===== src/rtl/pdw_tx_arbiter_pkg.sv =====
// rtl/pdw_tx_arbiter_pkg.sv - shared types and sizing for the PDW transmit arbiter
// Holds the FSM state encoding, the snapshot width derivation and a counter
// width helper used by the arbiter and its sub-module.
package pdw_tx_arbiter_pkg;

  // Snapshot layout: NUM_TAPS samples of SAMPLE_WIDTH bits plus an absolute timestamp.
  localparam int SAMPLE_WIDTH   = 16;
  localparam int NUM_TAPS       = 10;
  localparam int ABS_TIME_WIDTH = 32;
  localparam int SS_BUFF_SZ_DEF = SAMPLE_WIDTH * NUM_TAPS + ABS_TIME_WIDTH;

  typedef enum logic [1:0] {
    ST_IDLE   = 2'd0,
    ST_ACCEPT = 2'd1,
    ST_DONE   = 2'd2,
    ST_GAP    = 2'd3
  } pdw_state_e;

  // Width able to hold 0..max_val, never narrower than one bit.
  function automatic int cnt_width(input int max_val);
    return (max_val < 1) ? 1 : $clog2(max_val + 1);
  endfunction

endpackage


===== src/rtl/pdw_tx_arbiter_rr_arbiter.sv =====
// rtl/pdw_tx_arbiter_rr_arbiter.sv - combinational round-robin winner pick
// Ports:
//   eligible_i  in   NUM_CH  channels competing this cycle
//   ptr_i       in   CH_W    highest-priority channel index
//   winner_o    out  CH_W    first eligible index at or after ptr_i, wrapping
//   valid_o     out  1       at least one channel eligible
module rr_arbiter #(
  parameter int NUM_CH = 4
) (
  input  logic [NUM_CH-1:0]         eligible_i,
  input  logic [$clog2(NUM_CH)-1:0] ptr_i,
  output logic [$clog2(NUM_CH)-1:0] winner_o,
  output logic                      valid_o
);

  localparam int CH_W = $clog2(NUM_CH);

  int idx;

  // Scan from the farthest offset back to the pointer so the nearest
  // eligible channel is the last one written and therefore wins.
  always_comb begin
    winner_o = '0;
    valid_o  = 1'b0;
    idx      = 0;
    for (int k = NUM_CH - 1; k >= 0; k--) begin
      idx = (int'(ptr_i) + k) % NUM_CH;
      if (eligible_i[idx[CH_W-1:0]]) begin
        winner_o = idx[CH_W-1:0];
        valid_o  = 1'b1;
      end
    end
  end

endmodule


===== src/rtl/pdw_tx_arbiter.sv =====
// rtl/pdw_tx_arbiter.sv - shares one snapshot serializer between NUM_CH FIR channels
// Ports:
//   clk, rst     clock and asynchronous active-high reset
//   enable_i     gates new launches; an in-flight frame always completes
//   ch_mask_i    per-channel eligibility mask
//   req_i        per-channel level request (snapshot held in ss_buff_i)
//   ss_buff_i    channel c buffer at [c*SS_BUFF_SZ +: SS_BUFF_SZ]
//   grant_o      one-hot single-cycle grant to the winning channel
//   tx_idle_i    serializer idle
//   tx_start_o   single-cycle serializer launch
//   tx_buff_o    latched winner buffer, stable until the next launch
//   tx_ch_o      channel of the current/last frame
//   busy_o       high whenever the FSM is not in IDLE
//   err_o        sticky accept-timeout flag, cleared by err_clr_i (set wins)
module pdw_tx_arbiter
  import pdw_tx_arbiter_pkg::*;
#(
  parameter int NUM_CH         = 4,
  parameter int SS_BUFF_SZ     = SS_BUFF_SZ_DEF,
  parameter int GAP_CYCLES     = 8,
  parameter int ACCEPT_TIMEOUT = 15
) (
  input  logic                         clk,
  input  logic                         rst,
  input  logic                         enable_i,
  input  logic [NUM_CH-1:0]            ch_mask_i,
  input  logic [NUM_CH-1:0]            req_i,
  input  logic [NUM_CH*SS_BUFF_SZ-1:0] ss_buff_i,
  output logic [NUM_CH-1:0]            grant_o,
  input  logic                         tx_idle_i,
  output logic                         tx_start_o,
  output logic [SS_BUFF_SZ-1:0]        tx_buff_o,
  output logic [$clog2(NUM_CH)-1:0]    tx_ch_o,
  output logic                         busy_o,
  output logic                         err_o,
  input  logic                         err_clr_i
);

  localparam int CH_W  = $clog2(NUM_CH);
  localparam int TO_W  = cnt_width(ACCEPT_TIMEOUT);
  localparam int GAP_W = cnt_width(GAP_CYCLES);

  localparam logic [TO_W-1:0]  TO_LAST  = TO_W'(ACCEPT_TIMEOUT - 1);
  localparam logic [GAP_W-1:0] GAP_LOAD = GAP_W'(GAP_CYCLES);

  pdw_state_e         state_q;
  logic [CH_W-1:0]    ptr_q;
  logic [TO_W-1:0]    to_cnt_q;
  logic [GAP_W-1:0]   gap_cnt_q;

  logic [NUM_CH-1:0]     eligible;
  logic [CH_W-1:0]       win_idx;
  logic                  win_valid;
  logic [SS_BUFF_SZ-1:0] win_buff;
  logic [NUM_CH-1:0]     grant_d;
  logic [CH_W-1:0]       ptr_d;

  assign eligible = req_i & ch_mask_i;

  rr_arbiter #(
    .NUM_CH (NUM_CH)
  ) u_rr (
    .eligible_i (eligible),
    .ptr_i      (ptr_q),
    .winner_o   (win_idx),
    .valid_o    (win_valid)
  );

  always_comb begin
    win_buff = '0;
    for (int c = 0; c < NUM_CH; c++) begin
      if (win_idx == CH_W'(c)) begin
        win_buff = ss_buff_i[c*SS_BUFF_SZ +: SS_BUFF_SZ];
      end
    end
  end

  always_comb begin
    grant_d          = '0;
    grant_d[win_idx] = 1'b1;
    ptr_d            = (win_idx == CH_W'(NUM_CH - 1)) ? '0 : win_idx + CH_W'(1);
  end

  always_ff @(posedge clk or posedge rst) begin
    if (rst) begin
      state_q    <= ST_IDLE;
      ptr_q      <= '0;
      to_cnt_q   <= '0;
      gap_cnt_q  <= '0;
      grant_o    <= '0;
      tx_start_o <= 1'b0;
      tx_buff_o  <= '0;
      tx_ch_o    <= '0;
      busy_o     <= 1'b0;
      err_o      <= 1'b0;
    end else begin
      grant_o    <= '0;
      tx_start_o <= 1'b0;
      // Clear first so a timeout set later in this block takes priority.
      if (err_clr_i) begin
        err_o <= 1'b0;
      end

      case (state_q)
        ST_IDLE: begin
          if (enable_i && tx_idle_i && win_valid) begin
            tx_buff_o  <= win_buff;
            tx_ch_o    <= win_idx;
            grant_o    <= grant_d;
            tx_start_o <= 1'b1;
            ptr_q      <= ptr_d;
            to_cnt_q   <= '0;
            busy_o     <= 1'b1;
            state_q    <= ST_ACCEPT;
          end
        end

        ST_ACCEPT: begin
          if (!tx_idle_i) begin
            state_q <= ST_DONE;
          end else if (to_cnt_q == TO_LAST) begin
            // Serializer never took the frame; flag it and still honour the gap.
            err_o <= 1'b1;
            if (GAP_CYCLES == 0) begin
              busy_o  <= 1'b0;
              state_q <= ST_IDLE;
            end else begin
              gap_cnt_q <= GAP_LOAD;
              state_q   <= ST_GAP;
            end
          end else begin
            to_cnt_q <= to_cnt_q + TO_W'(1);
          end
        end

        ST_DONE: begin
          if (tx_idle_i) begin
            if (GAP_CYCLES == 0) begin
              busy_o  <= 1'b0;
              state_q <= ST_IDLE;
            end else begin
              gap_cnt_q <= GAP_LOAD;
              state_q   <= ST_GAP;
            end
          end
        end

        ST_GAP: begin
          // GAP lasts exactly GAP_CYCLES clocks: loaded value down to 1.
          if (gap_cnt_q <= GAP_W'(1)) begin
            busy_o  <= 1'b0;
            state_q <= ST_IDLE;
          end else begin
            gap_cnt_q <= gap_cnt_q - GAP_W'(1);
          end
        end

        default: begin
          busy_o  <= 1'b0;
          state_q <= ST_IDLE;
        end
      endcase
    end
  end

endmodule


===== config.mk =====
export PLATFORM = sky130hd
export DESIGN_NAME = pdw_tx_arbiter
export DESIGN_NICKNAME = d
export VERILOG_FILES = /design/src/rtl/pdw_tx_arbiter_pkg.sv /design/src/rtl/pdw_tx_arbiter_rr_arbiter.sv /design/src/rtl/pdw_tx_arbiter.sv
export SDC_FILE = /design/constraint.sdc
export NUM_CORES = 1
export LEC_CHECK = 0
export ABC_AREA = 1
export BUFFER_PORTS_ARGS = -buffer_cell sky130_fd_sc_hd__buf_2
export CORE_AREA = 5 5 383 385
export CTS_CLUSTER_DIAMETER = 30
export DETAILED_ROUTE_END_ITERATION = 10
export DIE_AREA = 0 0 388 390
export PLACE_DENSITY_LB_ADDON = 0.2
export SYNTH_ARGS = -nofsm -noshare
export SYNTH_HDL_FRONTEND = slang
export SYNTH_SLANG_ARGS = --single-unit

===== constraint.sdc =====
create_clock -name clk -period 17.4 [get_ports clk]
set_clock_uncertainty 0.1 [all_clocks]
set_input_delay 3.48 -clock clk [delete_from_list [all_inputs] [get_ports clk]]
set_output_delay 3.48 -clock clk [all_outputs]
set_load 0.01 [all_outputs]

=== Word level (Yosys, flattened, before mapping) ===
Cells that the tools add are included.
Widths: inputs -> output; s select.

* Equality and inequality tests: 15
* $mul: 0
* Add/sub/neg operators: 6
* Bitwise logic cells: 1
* Divide/modulo/power cells: 0
* Reductions and logical operators: 13
* Magnitude comparators: 7
* Shifts and indexed selects: 0
* Mux-type cells: 49

{| class="wikitable"
|+ Operators by type and width
! cell !! number
|-
| $mux 192 || 4
|-
| $mux 4 || 9
|-
| $mux 2 || 10
|-
| $mux 1 || 17
|-
| $lt 2x3->1 const B || 5
|-
| $ne 2x2->1 const B || 7
|-
| $pmux 4 s3 || 1
|-
| $bmux 1 s2 || 4
|-
| $eq 2x2->1 const B || 4
|-
| $pmux 2 s4 || 1
|-
| $pmux 4 s2 || 1
|-
| $reduce_and 4->1 || 2
|-
| $reduce_and 5->1 || 1
|-
| $add 2x1->2 const B || 2
|-
| $add 2x2->2 const B || 2
|-
| $add 4x1->4 const B || 1
|-
| $and 4x4->4 || 1
|-
| $eq 2x1->1 const B || 2
|-
| $eq 4x4->1 const B || 1
|-
| $le 4x1->1 const B || 1
|-
| $logic_not 2->1 || 2
|-
| $reduce_bool 2->1 || 2
|-
| $sub 4x1->4 const B || 1
|-
| $logic_and 1x1->1 || 3
|-
| 7 further kinds || 7
|}

* Bits in writable memories: 0
* Bits of input ports: 781
* Memories kept: 0
* Bits in latches: 0
* Word-level logic and storage cells: 101
* Bits in registers: 213
* Bits in read-only memories: 0
* Output and inout bits: 201

=== Depth between registers and ports, before layout ===
Gate-level depths: netlist of the first run.

* Word-level depth: 13
* Depth in mapped cells: 23
* Depth with buffers taken out: 20

=== Cells and area by module ===
A second synthesis of the first run with hierarchy kept.

* Cells, all modules: 2484
* Area, all modules: 14782.9 µm²

{| class="wikitable"
|+ Modules (own cells, without submodules)
! module !! area an instance (µm²) !! instances !! seq. area each (µm²) !! cells each
|-
| pdw_tx_arbiter || 14567.7 || 1 || 5330.1 || 2440
|-
| rr_arbiter || 215.2 || 1 || 0.0 || 44
|}

=== Least setup slack after synthesis of the first run ===
OpenSTA, ideal clock, no wires.

* Path type: input port to flip-flop
* Start point: input req_i[1]
* End point: register tx_buff_o[100]
* Path slack: 11766 ps
* Required time: 17177 ps
* Path buffers: 3
* Stages: 15
* Arrival time: 5411 ps
* Library setup time: 123 ps
* Cells stage by stage: nand2_1 -> nand2_1 -> nand3_1 -> nand2_1 -> inv_1 -> o21ai_0 -> inv_1 -> ha_1 -> inv_1 -> buf_2 -> clkbuf_1 -> buf_1 -> nand2_1 -> o21ai_0 -> o21ai_1

* Longest elaborated chain between the ends: 12
* Elaborated cells on any way between the ends: 27
* Those cells by class: eq/ne: 3; mux: 20; bitwise: 1; reduce/logical: 3

{| class="wikitable"
|+ Ends and longest elaborated chain
! what !! RTL line !! source
|-
| from (decl) || pdw_tx_arbiter.sv:27 || <nowiki>input logic [NUM_CH-1:0] req_i,</nowiki>
|-
| $and 4x4->4 (*) || pdw_tx_arbiter.sv:58 || <nowiki>assign eligible = req_i & ch_mask_i;</nowiki>
|-
| $bmux 1 s2 || pdw_tx_arbiter_rr_arbiter.sv:28 || <nowiki>if (eligible_i[idx[CH_W-1:0]]) begin</nowiki>
|-
| $mux 1 (not written as such) || pdw_tx_arbiter_rr_arbiter.sv:28 ||
|-
| $mux 2 (3 in a row) || pdw_tx_arbiter_rr_arbiter.sv:28 ||
|-
| $mux 2 (*) || pdw_tx_arbiter_rr_arbiter.sv:28 ||
|-
| named net u_rr.winner_o[1] || pdw_tx_arbiter_rr_arbiter.sv:12 || <nowiki>output logic [$clog2(NUM_CH)-1:0] winner_o,</nowiki>
|-
| $logic_not 2->1 || pdw_tx_arbiter.sv:72 || <nowiki>if (win_idx == CH_W'(c)) begin</nowiki>
|-
| $mux 192 (3 in a row) || pdw_tx_arbiter.sv:72 ||
|-
| $mux 192 (*) || pdw_tx_arbiter.sv:72 ||
|-
| to (signal assigned) || pdw_tx_arbiter.sv:107 || <nowiki>tx_buff_o <= win_buff;</nowiki>
|-
| to (decl) || pdw_tx_arbiter.sv:32 || <nowiki>output logic [SS_BUFF_SZ-1:0] tx_buff_o,</nowiki>
|}

Mark *: on every way through the listed nets, which the timed path passes. The rest lies on a longest branch. The select of a mux whose other input is x is not followed.
A chain may end at the register's enable or synchronous reset.

=== Worst setup path after layout of the first run ===
* Start point: input req_i[1]
* End point: register tx_buff_o[64]

* Longest elaborated chain between the ends: 12
* Elaborated cells on any way between the ends: 27
* Those cells by class: eq/ne: 3; mux: 20; bitwise: 1; reduce/logical: 3

{| class="wikitable"
|+ Ends and longest elaborated chain
! what !! RTL line
|-
| $and 4x4->4 (*) || pdw_tx_arbiter.sv:58
|-
| $bmux 1 s2 || pdw_tx_arbiter_rr_arbiter.sv:28
|-
| $mux 1 (not written as such) || pdw_tx_arbiter_rr_arbiter.sv:28
|-
| $mux 2 (4 in a row) || pdw_tx_arbiter_rr_arbiter.sv:28
|-
| $logic_not 2->1 || pdw_tx_arbiter.sv:72
|-
| $mux 192 (4 in a row) || pdw_tx_arbiter.sv:72
|}

Every way passes the cells marked *; elsewhere a longest branch is shown, timed or not. The select of a mux whose other input is x is not followed.

==> results of run 1 <==
[power by group through the flow]
stage               logic [mW]  clock network [mW]  registers [mW]
floorplan                 2.20                   0           0.905
global placement          3.82                   0           0.834
detailed placement        3.79                   0           0.833
CTS                       3.81                1.61           0.833
global route              4.20                1.64           0.857
finish                    3.68                1.56           0.828
[path summary, 6_finish.rpt]
path | to | cells past startpoint | startpoint
worst max-delay path | tx_buff_o[64] | 18 | req_i[1]
min in group asynchronous | tx_buff_o[125] | 2 | rst
worst min-delay path | tx_buff_o[150] | 2 | tx_buff_o[150]
max in group asynchronous | tx_buff_o[16] | 4 | rst
worst max register to register | tx_buff_o[64] | 18 | ptr_q[0]
worst min register to register | tx_buff_o[150] | 2 | tx_buff_o[150]
[registers in the layout (all words and copies together), names as in the netlist, 2 cells and up]
name       flops
gap_cnt_q      4
grant_o        4
ptr_q          2
state_q        2
to_cnt_q       4
tx_buff_o    192
tx_ch_o        2
[metal layers]
layer	up-vias	GRT usage, %
li1	8863	-
met1	8309	15.0
met2	664	20.9
met3	114	4.12
met4	2	2.96
met5	-	0
[final cells by class]
type | instances | area share [%]
flip-flops and latches | 213 | 22.8
clock buffers | 146 | 12.0
clock inverters | 19 | 0.919
repair buffers | 1001 | 21.7
multi-input cells | 1674 | 31.9
inverters | 26 | 0.513
well taps | 1903 | 10.2
diodes | 11 | 0.118
[kinds of logic (layout without fill, tap and decap cells)]
logic type / Yosys count / count (layout) / synth area share (%)
flip-flops: 213 / 213 / 38.9
adder cells (fa/ha/maj): 12 / 12 / 1.10
XOR/XNOR: 3 / 3 / 0.192
AND/OR/NAND/NOR: 873 / 873 / 24.3
buffers and inverters: 197 / 1192 / 6.72
other: 0 / 11 / 0
AO/OA/AOI/OAI: 786 / 786 / 28.8
[synthesized netlist by cell type (2+ instances only)]
master / n / area [µm²]
sky130_fd_sc_hd__dfrtp_1: 213 / 5330
sky130_fd_sc_hd__nor3_1: 2 / 10.0
sky130_fd_sc_hd__a21oi_1: 195 / 976
sky130_fd_sc_hd__nand3_1: 20 / 100
sky130_fd_sc_hd__o31ai_1: 2 / 15.0
sky130_fd_sc_hd__nor2_1: 14 / 52.6
sky130_fd_sc_hd__xnor2_1: 2 / 17.5
sky130_fd_sc_hd__buf_2: 52 / 260
sky130_fd_sc_hd__nand2_1: 835 / 3130
sky130_fd_sc_hd__ha_1: 12 / 150
sky130_fd_sc_hd__inv_2: 2 / 7.51
sky130_fd_sc_hd__o21ai_0: 415 / 2080
sky130_fd_sc_hd__inv_1: 23 / 86.3
sky130_fd_sc_hd__o21ai_1: 171 / 856
sky130_fd_sc_hd__buf_4: 20 / 150
sky130_fd_sc_hd__buf_1: 26 / 97.6
sky130_fd_sc_hd__clkbuf_1: 68 / 255
sky130_fd_sc_hd__buf_6: 5 / 56.3
sky130_fd_sc_hd__o22ai_1: 2 / 12.5
[critical path, cell delays in order]
cell                      delay, ps
sky130_fd_sc_hd__buf_2           90
sky130_fd_sc_hd__nand2_1         90
sky130_fd_sc_hd__nand2_1         90
sky130_fd_sc_hd__nand3_1        100
sky130_fd_sc_hd__nand2_1         80
sky130_fd_sc_hd__inv_1           30
sky130_fd_sc_hd__o21ai_0        480
sky130_fd_sc_hd__ha_1           270
sky130_fd_sc_hd__inv_1           70
sky130_fd_sc_hd__nor2_4         430
sky130_fd_sc_hd__buf_4          560
sky130_fd_sc_hd__buf_4          690
sky130_fd_sc_hd__nand2_1        110
sky130_fd_sc_hd__nand2_1         80
sky130_fd_sc_hd__o21ai_0         80
sky130_fd_sc_hd__nand2_1        130
sky130_fd_sc_hd__o21ai_0        170
sky130_fd_sc_hd__o21ai_1        190
[metrics by stage]
| stage | cells | power, mW | utilization (%) | setup slack (ps) | cell area (µm²) |
|---|---|---|---|---|---|
| floorplan | 2084 | 3.11 | - | 8000 | 13700 |
| global placement | 4817 | 4.65 | 14.3 | 9640 | 20400 |
| detailed placement | 4817 | 4.63 | 14.3 | 9680 | 20400 |
| CTS | 4982 | 6.25 | 16.4 | 10380 | 23400 |
| global route | 4986 | 6.70 | 16.4 | 10040 | 23400 |
| finish | 4993 | 6.07 | 16.4 | 10400 | 23400 |
==> load_flow_metrics.sql, run 1 <==
INSERT INTO impl_metrics (metric_group, metric, value, unit) VALUES
('detailed_routing', 'drt_wl_total', '98200', 'µm'),
('clock_tree', 'clock_tree.buffer_depth', '3', ''),
('cells_and_area', 'layout.cells.most_common_list', '981 x sky130_fd_sc_hd__buf_2, 835 x sky130_fd_sc_hd__nand2_1, 415 x sky130_fd_sc_hd__o21ai_0', ''),
('power_and_ir_drop', 'irDropWorstVdd', '0.000162', 'V'),
('timing', 'finalCriticalPeriod', '7000', 'ps'),
('yosys', 'post_synth_num_cell_types', '24', ''),
('global_route', 'grt_max_degree', '181', ''),
('place', 'globalplace.congestion', '0.872', ''),
('timing', 'max_slew_margin', '25.0', '%'),
('power_and_ir_drop', 'switching_part_of_the_total_power', '51.9', '%'),
('place', 'port_buffers', '981', ''),
('worst_setup_path', 'rrSetupSlack', '12700', 'ps'),
('yosys', 'yosys_most_used_dff', 'sky130_fd_sc_hd__dfrtp_1', ''),
('yosys', 'ys_warn_count', '0', ''),
('yosys', 'postSynthNetCount', '2877', ''),
('detailed_routing', 'wire_per_inst', '19.7', 'µm'),
('clock_tree', 'cts-buffers-inserted', '90', ''),
('cells_and_area', 'fill_cells', '16700', ''),
('yosys', 'post_synth.cell_area_avg', '6.57', 'µm²'),
('die', 'initial_core_util', '9.59', '%'),
('yosys', 'asyncSetResetFlopFracSynth', '100', '%'),
('global_route', 'grt_pass1_wl', '136000', 'µm'),
('power_and_ir_drop', 'power.share.combinational', '60.7', '%'),
('clock_tree', 'clk_latency', '640', 'ps'),
('global_route', 'global_route.overflow_total', '0', ''),
('yosys', 'sequential_share_of_the_synthesized_area', '38.9', '%'),
('timing', 'fmaxAchievable', '0.143', 'GHz'),
('job', 'maxCapViolations', '0', ''),
('die', 'die-width', '388', 'µm'),
('min_path', 'worstHoldPathType', 'reg -> reg', ''),
('global_route', 'track_usage', '12.3', '%'),
('clock_tree', 'cts.repair.resized', '0', ''),
('yosys', 'edff_count_synth', '0', ''),
('worst_setup_path', 'critPathArrivalTime', '7430', 'ps'),
('yosys', 'synth_seq_cells', '213', ''),
('power_and_ir_drop', 'p_int', '2.92', 'mW'),
('worst_setup_path', 'timing_worst_setup_path_type', 'in -> reg', ''),
('power_and_ir_drop', 'p_leak', '12.1', 'nW'),
('detailed_routing', 'drt-initial-drc-count', '773', ''),
('die', 'num_io_pins', '982', ''),
('detailed_routing', 'wl_met2', '47500', 'µm'),
('clock_tree', 'postCtsSetupBuffers', '0', ''),
('timing', 'slew_limit_fails', '0', ''),
('detailed_routing', 'dr.max_layer_used', 'met5', ''),
('timing', 'hold_viol', '0', ''),
('clock_tree', 'worst_setup_hold_path_clk_slew', '40', 'ps'),
('worst_setup_path', 'worstPathMaxFanout', '69', ''),
('yosys', 'postSynthCellCount', '2084', ''),
('detailed_routing', 'route.layer.met1.wl', '41600', 'µm'),
('timing', 'rsz0062_at_grt', 'no', ''),
('detailed_routing', 'detail_route.drc_violations', '0', ''),
('die', 'std_cell_rows', '139', ''),
('detailed_routing', 'detailroute.via_count', '18000', ''),
('power_and_ir_drop', 'power.clock.fraction', '25.7', '%'),
('power_and_ir_drop', 'pwr_density_cell', '259', 'mW/mm²'),
('global_route', 'grt_antenna_before_repair', '17', ''),
('clock_tree', 'cts_hold_buffers', '0', ''),
('cells_and_area', 'nets', '3799', ''),
('clock_tree', 'clock_sinks', '213', ''),
('global_route', 'first_global_vias', '18400', ''),
('place', 'place.detailed.hpwl', '77500', 'µm'),
('worst_setup_path', 'required', '17830', 'ps'),
('outcome', 'run_status', 'finished clean', ''),
('yosys', 'post_synth_design_cell_area', '0.0137', 'mm²'),
('cells_and_area', 'layout_commonest_cell', 'sky130_fd_sc_hd__buf_2', ''),
('timing', 'setup_violations', '0', ''),
('worst_setup_path', 'startpoint_type', 'input port', ''),
('power_and_ir_drop', 'seq_power_share', '13.7', '%'),
('detailed_routing', 'via_per_inst', '3.60', ''),
('cells_and_area', 'layout-drive-gt1-share', '37.4', '%'),
('die', 'core-area', '0.143', 'mm²');
No activity file was read; power rests on OpenSTA's default activity.
==> run 2: changes to the inputs <==
- CORE_AREA: 5 5 383 385 -> 5 5 385 387
- DIE_AREA: 0 0 388 390 -> 0 0 390 392
- clock period: 17.4 -> 7.3 ns (I/O delays scaled with it)
==> load_flow_metrics.sql, run 2 (synthesis results as in run 1) <==
INSERT INTO impl_metrics (metric_group, metric, value, unit) VALUES
('detailed_routing', 'drt-initial-drc-count', '766', ''),
('cells_and_area', 'syn2layout_area_growth', '73.1', '%'),
('min_path', 'hold_path.startpoint', 'tx_buff_o[40]', ''),
('clock_tree', 'cts-buffers-inserted', '95', ''),
('cells_and_area', 'layout-drive-gt1-share', '37.7', '%'),
('clock_tree', 'cts-htree-levels', '3', ''),
('cells_and_area', 'layout.cells.most_common_list', '981 x sky130_fd_sc_hd__buf_2, 835 x sky130_fd_sc_hd__nand2_1, 415 x sky130_fd_sc_hd__o21ai_0', ''),
('worst_setup_path', 'timing_worst_setup_path_type', 'in -> reg', ''),
('detailed_routing', 'final_antenna_net_count', '0', ''),
('global_route', 'global_route.overflow_total', '0', ''),
('worst_setup_path', 'startpoint_type', 'input port', ''),
('timing', 'finalCriticalPeriod', '4530', 'ps'),
('place', 'port_buffers', '981', ''),
('place', 'globalplace.congestion', '0.873', ''),
('die', 'std_cell_rows', '140', ''),
('global_route', 'track_usage', '12.0', '%'),
('worst_setup_path', 'required', '7750', 'ps'),
('cells_and_area', 'combined_area_of_the_multi_input_logic_cells', '0.00747', 'mm²'),
('clock_tree', 'clk_latency', '640', 'ps'),
('timing', 'setup_violations', '0', ''),
('detailed_routing', 'drt_pre_antenna_iters', '5', ''),
('cells_and_area', 'flip_flop_count_of_the_largest_register_all_copies_and_words_added', '192', ''),
('worst_setup_path', 'worstSetupEndpointType', 'flop', ''),
('power_and_ir_drop', 'irDropWorstVdd', '0.000480', 'V'),
('power_and_ir_drop', 'pwr_density_cell', '615', 'mW/mm²'),
('clock_tree', 'cts_hold_buffers', '0', ''),
('clock_tree', 'clock_tree.buffer_depth', '3', ''),
('clock_tree', 'cts.repair.resized', '0', ''),
('worst_setup_path', 'worstSetupStartpoint', 'ch_mask_i[0]', ''),
('detailed_routing', 'detailroute.via_count', '17900', ''),
('power_and_ir_drop', 'p_leak', '12.2', 'nW'),
('timing', 'hold_viol', '0', ''),
('cells_and_area', 'fill_cells', '16800', ''),
('clock_tree', 'postCtsSetupBuffers', '0', ''),
('die', 'fp.dieH', '392', 'µm'),
('detailed_routing', 'detail_route.drc_violations', '0', ''),
('clock_tree', 'clock_sinks', '213', ''),
('detailed_routing', 'wire_per_inst', '19.3', 'µm'),
('job', 'maxCapViolations', '0', ''),
('timing', 'slew_limit_fails', '0', ''),
('worst_setup_path', 'critPathArrivalTime', '4970', 'ps'),
('worst_setup_path', 'worstPathMaxFanout', '55', ''),
('timing', 'post-route-period-util', '62.0', '%'),
('timing', 'max_slew_margin', '37.5', '%'),
('die', 'design.die.area', '0.153', 'mm²'),
('die', 'core-area', '0.145', 'mm²'),
('place', 'postPlaceCellArea', '0.0205', 'mm²'),
('clock_tree', 'tritoncts', 'built', ''),
('cells_and_area', 'nets', '3806', ''),
('clock_tree', 'worst_setup_hold_path_clk_slew', '30', 'ps'),
('die', 'initial_core_util', '9.47', '%'),
('cells_and_area', 'ff_latch_area', '0.00533', 'mm²'),
('global_route', 'grt_antenna_before_repair', '23', ''),
('global_route', 'grt_pass1_wl', '134000', 'µm'),
('cells_and_area', 'layout_commonest_cell', 'sky130_fd_sc_hd__buf_2', ''),
('place', 'place.detailed.hpwl', '76400', 'µm'),
('min_path', 'hold_path_depth', '2', ''),
('clock_tree', 'cts.root.buffer_cell', 'sky130_fd_sc_hd__clkbuf_16', ''),
('worst_setup_path', 'rr_startpoint', 'ptr_q[0]', ''),
('timing', 'fmaxAchievable', '0.221', 'GHz'),
('die', 'num_io_pins', '982', ''),
('outcome', 'run_status', 'finished clean', ''),
('timing', 'worst_slew_pin_slew', '937', 'ps'),
('die', 'die-width', '390', 'µm'),
('global_route', 'grt_max_degree', '146', ''),
('detailed_routing', 'via_per_inst', '3.57', ''),
('worst_setup_path', 'worst_r2r_path_depth', '17', ''),
('timing', 'finalSetupTns', '0', 'ps'),
('global_route', 'first_global_vias', '18500', ''),
('min_path', 'worstHoldPathType', 'reg -> reg', ''),
('cells_and_area', 'post_route_standard_cell_area_excluding_fillers', '0.0237', 'mm²'),
('cells_and_area', 'largest-register', 'tx_buff_o', ''),
('detailed_routing', 'drt_wl_total', '96800', 'µm'),
('timing', 'rsz0062_at_grt', 'no', '');
## run 2: changes by cell type in the layout (fill, tap and decap cells not counted), moves of 3 or more
cell,delta
sky130_fd_sc_hd__buf_12,+9
sky130_fd_sc_hd__diode_2,-5
sky130_fd_sc_hd__clkbuf_8,-3
sky130_fd_sc_hd__clkbuf_16,+5
sky130_fd_sc_hd__buf_4,-7
sky130_fd_sc_hd__clkinv_2,+8
## run 2: metrics by stage
step                worst slack (ps)  utilization [%]  hold WS, ps  std cells  power (mW)
finish                          2770             16.4          377       5016        14.6
floorplan                       2970                -          374       2084        7.41
detailed placement              2050             14.2          366       4833        11.0
CTS                             2770             16.4          381       5010        15.0
global placement                2050             14.2          363       4833        11.0
global route                    2400             16.4          392       5015        16.1
## run 2: worst paths after layout
check                                     end  slack (ps)
max in group asynchronous        gap_cnt_q[1]        5000
worst max register to register  tx_buff_o[34]        3070
worst max-delay path            tx_buff_o[34]        2770
worst min-delay path            tx_buff_o[40]         380
worst min register to register  tx_buff_o[40]         380
min in group asynchronous       tx_buff_o[54]         890
## run 2: worst max-delay path: stages
cell and delay [ps]:
sky130_fd_sc_hd__buf_2 110, sky130_fd_sc_hd__nand3_1 70, sky130_fd_sc_hd__nand2_1 130, sky130_fd_sc_hd__nand2_1 80, sky130_fd_sc_hd__nand2_1 60, sky130_fd_sc_hd__inv_1 30, sky130_fd_sc_hd__o21ai_0 520, sky130_fd_sc_hd__ha_1 260
sky130_fd_sc_hd__inv_1 70, sky130_fd_sc_hd__nor2_4 630, sky130_fd_sc_hd__buf_4 680, sky130_fd_sc_hd__nand2_1 120, sky130_fd_sc_hd__nand2_1 210, sky130_fd_sc_hd__o21ai_0 110, sky130_fd_sc_hd__nand2_1 60, sky130_fd_sc_hd__o21ai_0 140
sky130_fd_sc_hd__o21ai_1 180
## run 2: where the power goes
group	switching, mW	total (mW)	internal [mW]
clock network	1.08	3.85	2.77
registers	0.287	1.97	1.68
logic	6.06	8.76	2.69
total	7.43	14.6	7.15
## run 2: layer usage
metal / global-route usage (%) / wire length (µm)
met5: 0 / 51
met2: 20.2 / 46500
met1: 14.5 / 40000
met3: 4.12 / 7900
met4: 3.22 / 2310
## run 2: final cells by class
type / instances / share of cell area, %
repair buffers: 1003 / 21.9
diodes: 6 / 0.0634
multi-input cells: 1674 / 31.5
well taps: 1917 / 10.1
flip-flops and latches: 213 / 22.5
clock buffers: 149 / 12.2
inverters: 26 / 0.491
clock inverters: 28 / 1.16
